File: config.mk
export PLATFORM = sky130hd
export DESIGN_NAME = rdma_stream_arbiter
export DESIGN_NICKNAME = d
export VERILOG_FILES = /design/src/rtl/rdma_pkg.sv /design/src/rtl/rdma_stream_arbiter.sv
export SDC_FILE = /design/constraint.sdc
export NUM_CORES = 1
export LEC_CHECK = 0
export ABC_AREA = 1
export BUFFER_PORTS_ARGS = -buffer_cell sky130_fd_sc_hd__clkbuf_2
export CELL_PAD_IN_SITES_DETAIL_PLACEMENT = 0
export CELL_PAD_IN_SITES_GLOBAL_PLACEMENT = 1
export CORE_AREA = 2 2 715 717
export DETAILED_ROUTE_END_ITERATION = 7
export DIE_AREA = 0 0 717 719
export GPL_ROUTABILITY_DRIVEN = 0
export HOLD_SLACK_MARGIN = 0.08
export PLACE_DENSITY_LB_ADDON = 0.1
export SYNTH_ARGS = -nofsm -noshare
export SYNTH_HDL_FRONTEND = slang
export SYNTH_SLANG_ARGS = --single-unit
File: constraint.sdc
create_clock -name clk -period 2.15 [get_ports clk]
set_clock_uncertainty 0.1 [all_clocks]
set_input_delay 0.1075 -clock clk [delete_from_list [all_inputs] [get_ports clk]]
set_output_delay 0.1075 -clock clk [all_outputs]
set_load 0.01 [all_outputs]
File: src/rtl/rdma_pkg.sv
// Shared types for the two-way RDMA transmit stream arbiter.
package rdma_pkg;
    typedef enum logic [1:0] {
        IDLE = 2'd0,
        ADDR = 2'd1,
        DATA = 2'd2
    } arb_state_t;

    localparam logic SRC0 = 1'b0;
    localparam logic SRC1 = 1'b1;
endpackage

File: src/rtl/rdma_stream_arbiter.sv
// Round-robin burst arbiter: shares one address+data stream pair between two
// RDMA transmit sources, holding the grant from address beat through TLAST.
module rdma_stream_arbiter
    import rdma_pkg::*;
#(
    parameter int AXI_DATA_WIDTH = 512,
    parameter int AXI_ADDR_WIDTH = 64
) (
    input  logic                      clk,
    input  logic                      resetn,
    input  logic [AXI_ADDR_WIDTH-1:0] S0_ADDR_TDATA,
    input  logic                      S0_ADDR_TVALID,
    output logic                      S0_ADDR_TREADY,
    input  logic [AXI_DATA_WIDTH-1:0] S0_DATA_TDATA,
    input  logic                      S0_DATA_TVALID,
    input  logic                      S0_DATA_TLAST,
    output logic                      S0_DATA_TREADY,
    input  logic [AXI_ADDR_WIDTH-1:0] S1_ADDR_TDATA,
    input  logic                      S1_ADDR_TVALID,
    output logic                      S1_ADDR_TREADY,
    input  logic [AXI_DATA_WIDTH-1:0] S1_DATA_TDATA,
    input  logic                      S1_DATA_TVALID,
    input  logic                      S1_DATA_TLAST,
    output logic                      S1_DATA_TREADY,
    output logic [AXI_ADDR_WIDTH-1:0] M_ADDR_TDATA,
    output logic                      M_ADDR_TVALID,
    input  logic                      M_ADDR_TREADY,
    output logic [AXI_DATA_WIDTH-1:0] M_DATA_TDATA,
    output logic                      M_DATA_TVALID,
    output logic                      M_DATA_TLAST,
    input  logic                      M_DATA_TREADY,
    output logic                      GRANT,
    output logic                      BUSY,
    output logic [31:0]               BURSTS0,
    output logic [31:0]               BURSTS1
);

    arb_state_t  r_state;
    logic        r_grant;
    logic        r_last_grant;
    logic [31:0] r_bursts0;
    logic [31:0] r_bursts1;

    logic w_in_addr;
    logic w_in_data;
    logic w_sel;
    logic w_addr_hs;
    logic w_last_hs;

    // Ties go to the source that did not win last time.
    function automatic logic rr_pick(input logic req0, input logic req1, input logic last);
        if (req0 && req1)
            return ~last;
        else if (req1)
            return SRC1;
        else
            return SRC0;
    endfunction

    assign w_in_addr = (r_state == ADDR);
    assign w_in_data = (r_state == DATA);
    // Source 0 is presented on the data lanes while idle.
    assign w_sel     = (r_state != IDLE) && (r_grant == SRC1);

    assign M_ADDR_TDATA  = w_sel ? S1_ADDR_TDATA : S0_ADDR_TDATA;
    assign M_ADDR_TVALID = w_in_addr && (w_sel ? S1_ADDR_TVALID : S0_ADDR_TVALID);
    assign M_DATA_TDATA  = w_sel ? S1_DATA_TDATA : S0_DATA_TDATA;
    assign M_DATA_TLAST  = w_sel ? S1_DATA_TLAST : S0_DATA_TLAST;
    assign M_DATA_TVALID = w_in_data && (w_sel ? S1_DATA_TVALID : S0_DATA_TVALID);

    assign S0_ADDR_TREADY = w_in_addr && (r_grant == SRC0) && M_ADDR_TREADY;
    assign S1_ADDR_TREADY = w_in_addr && (r_grant == SRC1) && M_ADDR_TREADY;
    assign S0_DATA_TREADY = w_in_data && (r_grant == SRC0) && M_DATA_TREADY;
    assign S1_DATA_TREADY = w_in_data && (r_grant == SRC1) && M_DATA_TREADY;

    assign w_addr_hs = M_ADDR_TVALID && M_ADDR_TREADY;
    assign w_last_hs = M_DATA_TVALID && M_DATA_TREADY && M_DATA_TLAST;

    assign GRANT   = r_grant;
    assign BUSY    = (r_state != IDLE);
    assign BURSTS0 = r_bursts0;
    assign BURSTS1 = r_bursts1;

    always_ff @(posedge clk or negedge resetn) begin
        if (!resetn) begin
            r_state      <= IDLE;
            r_grant      <= SRC0;
            r_last_grant <= SRC1;
            r_bursts0    <= '0;
            r_bursts1    <= '0;
        end else begin
            case (r_state)
                IDLE: begin
                    if (S0_ADDR_TVALID || S1_ADDR_TVALID) begin
                        r_grant <= rr_pick(S0_ADDR_TVALID, S1_ADDR_TVALID, r_last_grant);
                        r_state <= ADDR;
                    end
                end
                ADDR: begin
                    if (w_addr_hs)
                        r_state <= DATA;
                end
                DATA: begin
                    // Mid-burst valid gaps simply stall here; only TLAST releases.
                    if (w_last_hs) begin
                        r_last_grant <= r_grant;
                        if (r_grant == SRC0)
                            r_bursts0 <= r_bursts0 + 32'd1;
                        else
                            r_bursts1 <= r_bursts1 + 32'd1;
                        r_state <= IDLE;
                    end
                end
                default: r_state <= IDLE;
            endcase
        end
    end

endmodule
==> results.txt, run 1 <==
The leakage power figure came out at between 15 and 20 nW. Counting both buffers and inverters, the worst setup path holds a total of 6. During synthesis, Yosys emitted a total of 0 warnings. The sink count of the clock tree came out at 68.

Counting along the longest clock path gives a buffer depth of 2. The number of DRC violations after detailed-routing iteration 0 came out at 1,966. Ranked by instance count, the synthesized netlist is headed by 2,140 x nand2_1, 127 x clkbuf_1, 112 x nor2_1. Port buffering added 1,810 buffers. Of the synthesized area, sequential elements account for 0.149. The fraction of registers with async set/reset came out at 1.00.

The checks that failed: setup timing. The wire length of the first global-routing pass is 415 mm. The die span in x came out at 717 um. The worst-path maximum fanout is 7. In this run, CTS created clock tree buffers numbering 9. The achievable frequency came out at just over 400 MHz. The summed area of non-filler cells in the final layout came out at between 30,000 and 40,000 um2. Broken down by cell family, the worst path's largest delay share belongs to buffers and inverters. The final number of max-transition violations came out at 0. Summing every instance area after synthesis gives 11,400 um2. The worst register-to-register path ends at BURSTS1[9].

Counting the fill cells in the layout gives 60,300. The number of different library cells used by synthesis comes to 19. The routed length per instance is 31.7 um. The final hold violation count came out at 0. The power per cell area came out at 1340 nW/um2. The depth of the critical timing path with buffers and inverters included is 10. The TritonCTS clock tree is yes. The die footprint is 516,000 um2. The leading register cell type out of synthesis is dfrtp_1.

The detail route stage leaves a number of antenna-violating nets equal to 0. The post-synthesis area per instance came out at 4.41 um2. The number of placement rows came out at 262. The dominant combinational cell family by area after synthesis is simple AND/OR/NAND/NOR gates. The count of TritonRoute iterations in the first routing pass came out at 7. The kind of critical path is register to output port. Setup violations remaining at the end of the flow were counted as 609. The post-placement setup slack is -0.413 ns. The endpoint kind of the worst setup timing path is an output port. The arrival time at the worst endpoint came out at 2.28 ns.

The fraction of the mapped netlist area in simple logic gates came out at 0.758. The detailed-route DRC error count came out at 0. After clock tree synthesis, the clock-pin slew on the worst setup and hold paths is about 0.07 ns. The total I/O pin count is ~1,800. The net count after synthesis came out at 3,763. Entering global routing, the biggest net connects 56 pins. The area share of the leading cell type in the synthesized netlist is 0.702. The tool flagged a number of max-cap violations equal to 0. In this run, synthesis produced a sequential element count of 68. In this run, synthesis inferred 0 flip-flops with an integrated enable. At the pin with the least slew margin, the transition time is 0.566 ns. In this run the standard cell core region covers 508,000 um2.

The placed wire-length estimate after detailed placement came out at 330 mm. The die is 719 um tall. The multiplexer fraction of the synthesized cell area came out at 0. The final route contains 27,000 vias. The via count of the first global-routing pass is 26,400. The setup slack after layout came out at -0.334 ns. Counting I/O delays and the setup requirement, the final critical path takes 2.48 ns.

The headroom to the max-slew limit is 0.620. The worst-case register-to-register setup slack came out at -0.09 ns. The compound-gate portion of the synthesized area was 0.00306.

The total area of sequential cells is 1700 um2. The clock root buffer is clkbuf_16. The overall track demand over capacity in global routing came out at 0.132. The share of layout cells above drive strength 1 came out at 0.553. The path category of the worst min-delay check is primary input to asynchronous set/reset pin. The signal on the critical path passes through nor2_4 -> nor2_4 -> buf_12 -> buf_16 -> buf_8 -> clkbuf_16 -> nand2_1 -> nand2_2 -> buf_12 -> buf_12. The starting utilization of the core area came out at 0.0225. The number of H-tree levels came out at 3.

The synthesized instance count came out at 2,599. The data required time of the worst path is about 1.9 ns. The initial antenna violation count is 306. In this design, the critical path's most frequently occurring cell is buf_12. The routed design has roughly 370 mm of wire. Of the total synthesized cell area, the portion taken by full adders, half adders and majority gates is 0.00219. The clock insertion delay at the later pin of the skew report came out at ~0.4 ns. On the critical path, the stage with the largest delay is an instance of dfrtp_1. The worst-case hold slack is about 0.12 ns. In this run the cell area measured after placement is around 32,000 um2. The most common cell in the synthesized netlist is nand2_1.

nand2_1 takes more of the synthesized area than any other cell. The area taken by multi-input logic gates is 11,200 um2. The startpoint identified for the worst register-to-register timing path is r_state[0]. The vias per cell came out at ~2.3. The kind of start point of the critical path is a register.

Setup repair after global routing could not meet its margin everywhere. The total overflow left after global routing is 0. The area growth from synthesis to layout is 238%.

The maximum vdd drop is 0.501 mV. Yosys attributes the largest share of cell area to nand2_1 70%, dfrtp_1 15%, clkbuf_1 4.2%. The flow ran to the end, but the final reports show violations. Dividing the final minimum period by the clock period gives 1.16. The parity-gate share of the synthesized area counting xor and xnor cells came out at 0.0214. The number of nets in the layout is 5,834. The critical path's largest stage delay is 0.42 ns. The cell count of the worst reg-to-reg path is 14.
==> layout by cell type (no fill, tap or decap), types with 5 or more instances in the layout <==
master / instances
clkbuf_4: 17
clkbuf_8: 30
buf_4: 143
buf_16: 32
buf_2: 9
inv_1: 58
dlygate4sd3_1: 5
dfrtp_1: 66
nand2_4: 137
buf_6: 83
nor2_1: 110
clkbuf_16: 47
clkbuf_2: 1645
nand2_2: 185
xor2_1: 18
nand3_1: 33
diode_2: 107
xnor2_1: 10
nand2_1: 1774
nand2_8: 44
o21ai_0: 6
buf_8: 24
buf_12: 171
==> power breakdown <==
| group | internal, mW | switching, mW |
|---|---|---|
| Clock | 0.963 | 0.780 |
| Sequential | 1.35 | 0.0933 |
| Combinational | 19.1 | 29.6 |
| Total | 21.5 | 30.5 |
==> flip-flops by register name (all words and copies together), names as in the netlist <==
signal / count
BURSTS0: 32
BURSTS1: 32
r_state: 2
GRANT: 1
r_last_grant: 1
==> final cells by class <==
| type | instances | area share |
|---|---|---|
| sequential | 68 | 0.0440 |
| inverter | 61 | 0.00591 |
| multi-input combinational | 2331 | 0.290 |
| clock buffer | 13 | 0.00672 |
| timing repair buffer | 2199 | 0.428 |
| tap | 6732 | 0.217 |
| clock inverter | 3 | 0.00116 |
| antenna | 107 | 0.00691 |
==> worst max path at each step <==
stage                     slack, ns                 to        from
after floorplan                0.36        BURSTS1[28]  BURSTS1[0]
after global placement        -0.45  M_DATA_TDATA[367]  r_state[1]
after detailed placement      -0.41  M_DATA_TDATA[367]  r_state[1]
after CTS                     -0.48  M_DATA_TDATA[294]  r_state[1]
after global routing          -0.43  M_DATA_TDATA[405]       GRANT
final                         -0.33  M_DATA_TDATA[228]  r_state[0]
==> kinds of logic (layout without fill, tap and decap cells) <==
logic type	after synthesis	after routing
simple gates	2294	2294
buf+inv	200	2276
flops	68	68
xor+xnor	28	28
compound gates	7	7
fa+ha+maj	2	2
other cells	0	107
==> per-stage QoR <==
| stage | std cells | setup TNS, ns | power (mW) | utilization |
|---|---|---|---|---|
| global placement | 11300 | -24.96 | 39.5 | 0.0639 |
| global route | 11400 | -197.68 | 54.6 | 0.0758 |
| floorplan | 2599 | 0 | 12.2 | - |
| CTS | 11300 | -214.90 | 46.2 | 0.0688 |
| detailed placement | 11300 | -16.75 | 39.1 | 0.0639 |
| finish | 11500 | -122.27 | 51.9 | 0.0763 |
==> routing by layer <==
layer	global-route usage	share of wire
met1	0.161	0.42
met4	0.00926	0.012
met2	0.216	0.45
met3	0.0674	0.11
met5	0	0.0025
==> timing repair <==
item                                    CTS  global route
gates cloned                             13            42
setup buffers                            18            47
pin swaps                                42            75
hold buffers                              5             0
endpoints found under the setup margin  611           646
gates resized for setup                 376           695
endpoints found under the hold margin    70             0
(Power assumes the default switching activity.)
==> run 2: changes to the inputs <==
- CORE_AREA: 2 2 715 717 -> 2 2 713 715
- DIE_AREA: 0 0 717 719 -> 0 0 715 717
- clock period: 2.15 -> 3 ns (I/O delays scaled with it)
==> results.txt, run 2 (synthesized netlist as in run 1, its figures left out) <==
The routed via count came out at 25,500 (was 27,000). The vias per cell was 2.29 (was 2.34). The die span in x is 715 um (was 717 um). The slowest library cell on the worst path is dfrtp_1 (unchanged).

The die span in y is 717 um (was 719 um). The slew at the pin closest to its max-slew limit came to 0.638 ns (was 0.566 ns). The number of nets in the layout came to 5,523 (was 5,834). The headroom to the max-slew limit came out at 0.575 (was 0.620).

The post-route clock period utilization came out at 0.969. The final number of setup-violating endpoints came to 0 (was 609). The sink count of the clock tree is 68 (unchanged). The critical path's top delay family is buffers and inverters (unchanged). Setup repair after global routing missed its margin: no (was yes).

The wire length of the first global-routing pass came out at 406 mm (was 415 mm). The overall track demand over capacity in global routing is 0.130 (was 0.132). The kind of critical path was register to output port (unchanged). The final hold violation count is 0 (unchanged). The clock transition at the registers of the reported paths is 0.08 ns (was 0.07 ns). The count of maximum capacitance violations was 0 (unchanged). The worst-case register-to-register setup slack came to 0.70 ns (was -0.09 ns). Crit path cell chain: nor2_1 -> nor2_4 -> buf_12 -> buf_12 -> buf_16 -> nand2_1 -> nand2_1 -> clkbuf_2 (was nor2_4 -> nor2_4 -> buf_12 -> buf_16 -> buf_8 -> clkbuf_16 -> nand2_1 -> nand2_2 -> buf_12 -> buf_12).

The routed length per instance came out at 31.5 um (was 31.7 um). The number of buffers and inverters on the critical path was 4 (was 6). The path category of the worst min-delay check is primary input to register (was primary input to asynchronous set/reset pin). The remaining number of nets flagged by the antenna check after routing came out at 0 (unchanged). The leakage power figure is 15.5 nW (was 19.3 nW).

The fill cell instance count of the final layout is 60,900 (was 60,300). The count of TritonRoute iterations in the first routing pass is 5 (was 7). The initial antenna violation count came to 301 (was 306).

The achievable frequency came out at roughly 340 MHz. For the finished layout, the period the worst path requires is approximately 2.9 ns. The number of buffers added on ports is 1,810 (unchanged).

The summed negative setup slack over all endpoints came out at 0 ns (was -122.27 ns). The total I/O pin count came to 1,811 (unchanged). The clock insertion delay at the later pin of the skew report came out at 0.41 ns (was 0.40 ns). The number of DRC violations after detailed-routing iteration 0 came out at 1,970 (was 1,966). The number of cells in the design after placement is 11,100 (was 11,300). The core box area is 505,000 um2 (was 508,000 um2). The critical path's largest stage delay is 0.39 ns (was 0.42 ns). The placed wire-length estimate after detailed placement is 332 mm (was 330 mm). The die footprint came out at 513,000 um2 (was 516,000 um2).

The total wire length after detailed routing is 350 mm (was 365 mm). The via count of the first global-routing pass is 25,200 (was 26,400). The number of placement rows came out at 261 (was 262). The power per cell area is 829 nW/um2 (was 1340 nW/um2).

The final number of max-transition violations came out at 0 (unchanged). The share of layout cells above drive strength 1 came out at 0.437 (was 0.553). The global route total overflow is 0 (unchanged). The number of H-tree levels was 3 (unchanged). Top library cells by usage in the layout, fill and taps aside: 2,139 x nand2_1, 1,804 x clkbuf_2, 112 x nor2_1 (was 1,774 x nand2_1, 1,645 x clkbuf_2, 185 x nand2_2). The worst-path maximum fanout is 65 (was 7). The detailed-route DRC error count is 0 (unchanged). The total clock buffers created by CTS is 9 (unchanged).

The TritonCTS clock tree is yes (unchanged). The leading cell type in the layout, fill and taps excluded is nand2_1 (unchanged). The pin count of the biggest net entering global routing is 86 (was 56). The area growth from synthesis to layout is 160% (was 238%). Run status: finished, final reports clean (was complete, but fails checks). The data required time of the worst path is 2.75 ns (was 1.94 ns). The arrival time at the worst endpoint came to 2.66 ns (was 2.28 ns). The starting utilization of the core area came out at 0.0227 (was 0.0225). The maximum vdd drop is 0.388 mV (was 0.501 mV).

The kind of start point of the critical path is a register (unchanged). The maximum buffer depth of the clock tree was 2 (unchanged). The final non-filler cell total is 11,100 (was 11,500). The endpoint kind of the worst setup timing path is an output port (unchanged).

The clock root buffer was clkbuf_16 (unchanged).
run 2: cell types whose count changed in the layout (fill, tap and decap cells not counted), moves of 17 or more:
cell	before	now
nand2_1	1774	2139
nand2_2	185	0
clkbuf_2	1645	1804
buf_12	171	26
nand2_4	137	1
buf_4	143	50
buf_6	83	1
diode_2	107	53
nand2_8	44	0
clkbuf_16	47	9
buf_16	32	2
clkbuf_8	30	1
buf_8	24	0
clkbuf_4	17	0
run 2: where the power goes:
part | internal, mW | switching, mW
clock | 0.581 | 0.570
combinational | 5.61 | 16.9
sequential | 0.969 | 0.0530
total | 7.16 | 17.5
run 2: final cells by class:
type	instances	area, um2	area share
clock buffers	10	239	0.00803
flip-flops and latches	68	1700	0.0572
well taps	6706	8390	0.282
repair buffers	1888	10000	0.337
multi-input cells	2331	9000	0.302
clock inverters	6	40.0	0.00134
diodes	53	133	0.00445
inverters	61	229	0.00769
run 2: final timing paths:
| kind | start | end | cells after the start |
|---|---|---|---|
| min in group asynchronous | resetn | BURSTS1[27] | 2 |
| setup reg to reg | r_state[1] | BURSTS1[24] | 11 |
| hold reg to reg | r_last_grant | r_last_grant | 2 |
| max in group asynchronous | resetn | r_last_grant | 3 |
| setup / recovery | r_state[1] | M_DATA_TDATA[281] | 8 |
| hold / removal | M_DATA_TREADY | r_last_grant | 4 |
run 2: what timing repair did:
action | 4_1_cts | 5_1_grt
endpoints found under the hold margin | 35 | 0
buffers inserted | 0 | 0
hold buffers | 5 | 0
resized for setup | 1 | 2
endpoints found under the setup margin | 2 | 6
run 2: metrics by stage:
step | utilization | setup slack [ns] | hold slack (ns) | instance area [um2] | power (mW)
global placement | 0.0581 | 0.448 | 0.141 | 29300 | 24.4
CTS | 0.0587 | 0.00752 | 0.175 | 29600 | 25.6
detailed placement | 0.0581 | 0.488 | 0.141 | 29300 | 24.2
finish | 0.0590 | 0.0944 | 0.215 | 29800 | 24.7
global route | 0.0588 | 0.00797 | 0.222 | 29700 | 26.3
floorplan | - | 1.18 | -0.246 | 11400 | 8.78
run 2: routing by layer:
metal  track usage  share of wire
met3        0.0531          0.095
met4        0.0167          0.016
met2         0.208           0.45
met5       0.00224         0.0030
met1         0.167           0.44
run 2: worst min-delay path, cell delays in order:
cell and delay, ns:
clkbuf_2 0.10, nand3_1 0.22, nor3_2 0.09, nor2_1 0.12
==> run 3: changes to the inputs <==
- CTS_BUF_LIST: unset -> sky130_fd_sc_hd__clkbuf_4
==> results.txt, run 3 (synthesized netlist as in run 1, its figures left out) <==
The routed via count is 26,100 (was 25,500). The number of DRC violations after detailed-routing iteration 0 came out at 1,925 (was 1,970). The starting utilization of the core area came to 0.0227 (unchanged).

The share of layout cells above drive strength 1 is 0.478 (was 0.437). The total I/O pin count came out at 1,811 (unchanged). The total clock buffers created by CTS came out at 9 (unchanged). The core box area is 505,000 um2 (unchanged). The kind of critical path is register to output port (unchanged). The achievable frequency came out at 342 MHz (was 344 MHz). The path category of the worst min-delay check is primary input to register (unchanged). The register share of total power is 0.036 (was 0.041).

The arrival time at the worst endpoint came to 2.67 ns (was 2.66 ns). The global route total overflow is 0 (unchanged). The maximum vdd drop is 0.302 mV (was 0.388 mV). The post-route clock period utilization is 0.973 (was 0.969). The clock insertion delay at the later pin of the skew report came to 0.67 ns (was 0.41 ns). The area taken by multi-input logic gates came to 9480 um2 (was 9000 um2). The leakage power figure came out at 16.3 nW (was 15.5 nW). The setup slack after layout is 0.0798 ns (was 0.0944 ns). The vias per cell is 2.32 (was 2.29). The initial antenna violation count is 307 (was 301).

The sink count of the clock tree came out at 68 (unchanged). The placed standard-cell area came out at 29,300 um2 (unchanged). The power per cell area came out at 904 nW/um2 (was 829 nW/um2). The placed wire-length estimate after detailed placement came out at 332 mm (unchanged). The final non-filler cell total is 11,200 (was 11,100). The final number of max-transition violations is 0 (unchanged). The final hold violation count came out at 0 (unchanged). The die footprint came out at 513,000 um2 (unchanged). The pin count of the biggest net entering global routing is 48 (was 86).

The total area of sequential cells came out at 1700 um2 (unchanged). The kind of start point of the critical path was a register (unchanged). The clock transition at the registers of the reported paths came out at 0.16 ns (was 0.08 ns). The clock root buffer is clkbuf_4 (was clkbuf_16).

The switching portion of total power is 0.673 (was 0.710). The number of buffers added on ports came out at 1,810 (unchanged). The via count of the first global-routing pass came to 25,800 (was 25,200). The endpoint kind of the worst setup timing path is an output port (unchanged). The number of nets in the layout is 5,592 (was 5,523).

The headroom to the max-slew limit was 0.575 (about the same). The count of TritonRoute iterations in the first routing pass is 5 (unchanged). The die span in y is 717 um (unchanged). The slew at the pin closest to its max-slew limit came to 0.633 ns (was 0.638 ns).

The summed area of non-filler cells in the final layout came out at 31,900 um2 (was 29,800 um2). Run status: finished, final reports clean (unchanged). The reported net switching power is 19.4 mW (was 17.5 mW). The TritonCTS clock tree is yes (unchanged).

The die span in x came to 715 um (unchanged). The wire length of the first global-routing pass came out at 421 mm (was 406 mm). The leading cell type in the layout, fill and taps excluded was nand2_1 (unchanged). The fill cell instance count of the final layout is 60,800 (was 60,900).

The total wire length after detailed routing was 364 mm (was 350 mm). Setup repair after global routing missed its margin: yes (was no). The final critical delay including setup and external delays came out at 2.92 ns (was 2.91 ns). The post-placement setup slack came out at 0.488 ns (unchanged). The share of the core filled with cells came out at 0.0633 (was 0.0590).

The clock network power share came to 0.024 (was 0.047). The number of cells in the design after placement came out at 11,100 (unchanged). The remaining number of nets flagged by the antenna check after routing is 0 (unchanged). The maximum buffer depth of the clock tree came out at 2 (unchanged). The overall track demand over capacity in global routing was 0.135 (was 0.130). The internal power summed over all cells came out at 9.44 mW (was 7.16 mW). The detailed-route DRC error count is 0 (unchanged). The final number of setup-violating endpoints is 0 (unchanged).

The count of maximum capacitance violations came out at 0 (unchanged). The number of H-tree levels came out at 3 (unchanged). Top library cells by usage in the layout, fill and taps aside: 1,987 x nand2_1, 1,749 x clkbuf_2, 133 x nand2_2 (was 2,139 x nand2_1, 1,804 x clkbuf_2, 112 x nor2_1).

The number of placement rows came out at 261 (unchanged). The part of the power in combinational logic is 0.941 (was 0.912). The worst-case hold slack came out at 0.188 ns (was 0.215 ns).

The worst-path maximum fanout is 22 (was 65). The area growth from synthesis to layout came out at 179% (was 160%). The data required time of the worst path came to 2.75 ns (about the same). The routed length per instance is 32.5 um (was 31.5 um).
-- run 3: worst max-delay path, stage by stage, from the launching register on --
cell	delay, ns
dfrtp_1	0.43
inv_1	0.11
nand2_2	0.11
nand2_4	0.14
buf_16	0.19
buf_16	0.22
buf_16	0.18
nand2_1	0.07
nand2_1	0.18
clkbuf_2	0.20
-- run 3: final timing paths --
| kind | startpoint | cells after the start | end | slack (ns) |
|---|---|---|---|---|
| setup / recovery | r_state[0] | 9 | M_DATA_TDATA[355] | 0.08 |
| min in group asynchronous | resetn | 4 | BURSTS1[17] | 0.52 |
| max in group asynchronous | resetn | 4 | r_last_grant | 1.97 |
| hold / removal | S1_DATA_TLAST | 7 | r_last_grant | 0.19 |
| hold reg to reg | r_last_grant | 2 | r_last_grant | 0.45 |
| setup reg to reg | GRANT | 9 | r_state[1] | 0.34 |
-- run 3: routing by layer --
metal | part of all wire | GRT usage | wire [um] | up-vias
met4 | 0.016 | 0.0164 | 5680 | 130
met1 | 0.43 | 0.174 | 156000 | 12500
met2 | 0.45 | 0.217 | 164000 | 1539
met3 | 0.10 | 0.0553 | 37400 | 449
met5 | 0.0024 | 0 | 868 | -
li1 | - | - | - | 11500
-- run 3: area by class of cell --
cell class	count	share of cell area
antenna	74	0.00580
tap	6706	0.263
sequential	68	0.0533
multi-input combinational	2331	0.297
clock inverter	7	0.00137
timing repair buffer	1957	0.370
clock buffer	9	0.00212
inverter	61	0.00725
-- run 3: through the flow --
| stage | power [mW] | setup TNS [ns] |
|---|---|---|
| 2_1_floorplan | 8.78 | 0 |
| 3_3_place_gp | 24.4 | 0 |
| 3_5_place_dp | 24.2 | 0 |
| 4_1_cts | 29.5 | -0.225 |
| 5_1_grt | 30.5 | -0.215 |
| 6_report | 28.8 | 0 |
-- run 3: power by group through the flow --
| stage | registers (mW) | logic (mW) | clock network, mW |
|---|---|---|---|
| 6_report | 1.03 | 27.1 | 0.686 |
| 5_1_grt | 1.04 | 28.7 | 0.790 |
| 4_1_cts | 1.03 | 27.7 | 0.772 |
| 3_5_place_dp | 1.04 | 23.2 | 0 |
| 3_3_place_gp | 1.05 | 23.4 | 0 |
| 2_1_floorplan | 1.05 | 7.73 | 0 |
-- run 3: what timing repair did --
| action | CTS | global route |
|---|---|---|
| pin swaps | 3 | 1 |
| gates cloned | 27 | 4 |
| hold buffers | 14 | 0 |
| endpoints found under the setup margin | 332 | 77 |
| gates resized for setup | 290 | 35 |
| setup buffers | 25 | 4 |
| hold endpoints to repair | 106 | 0 |
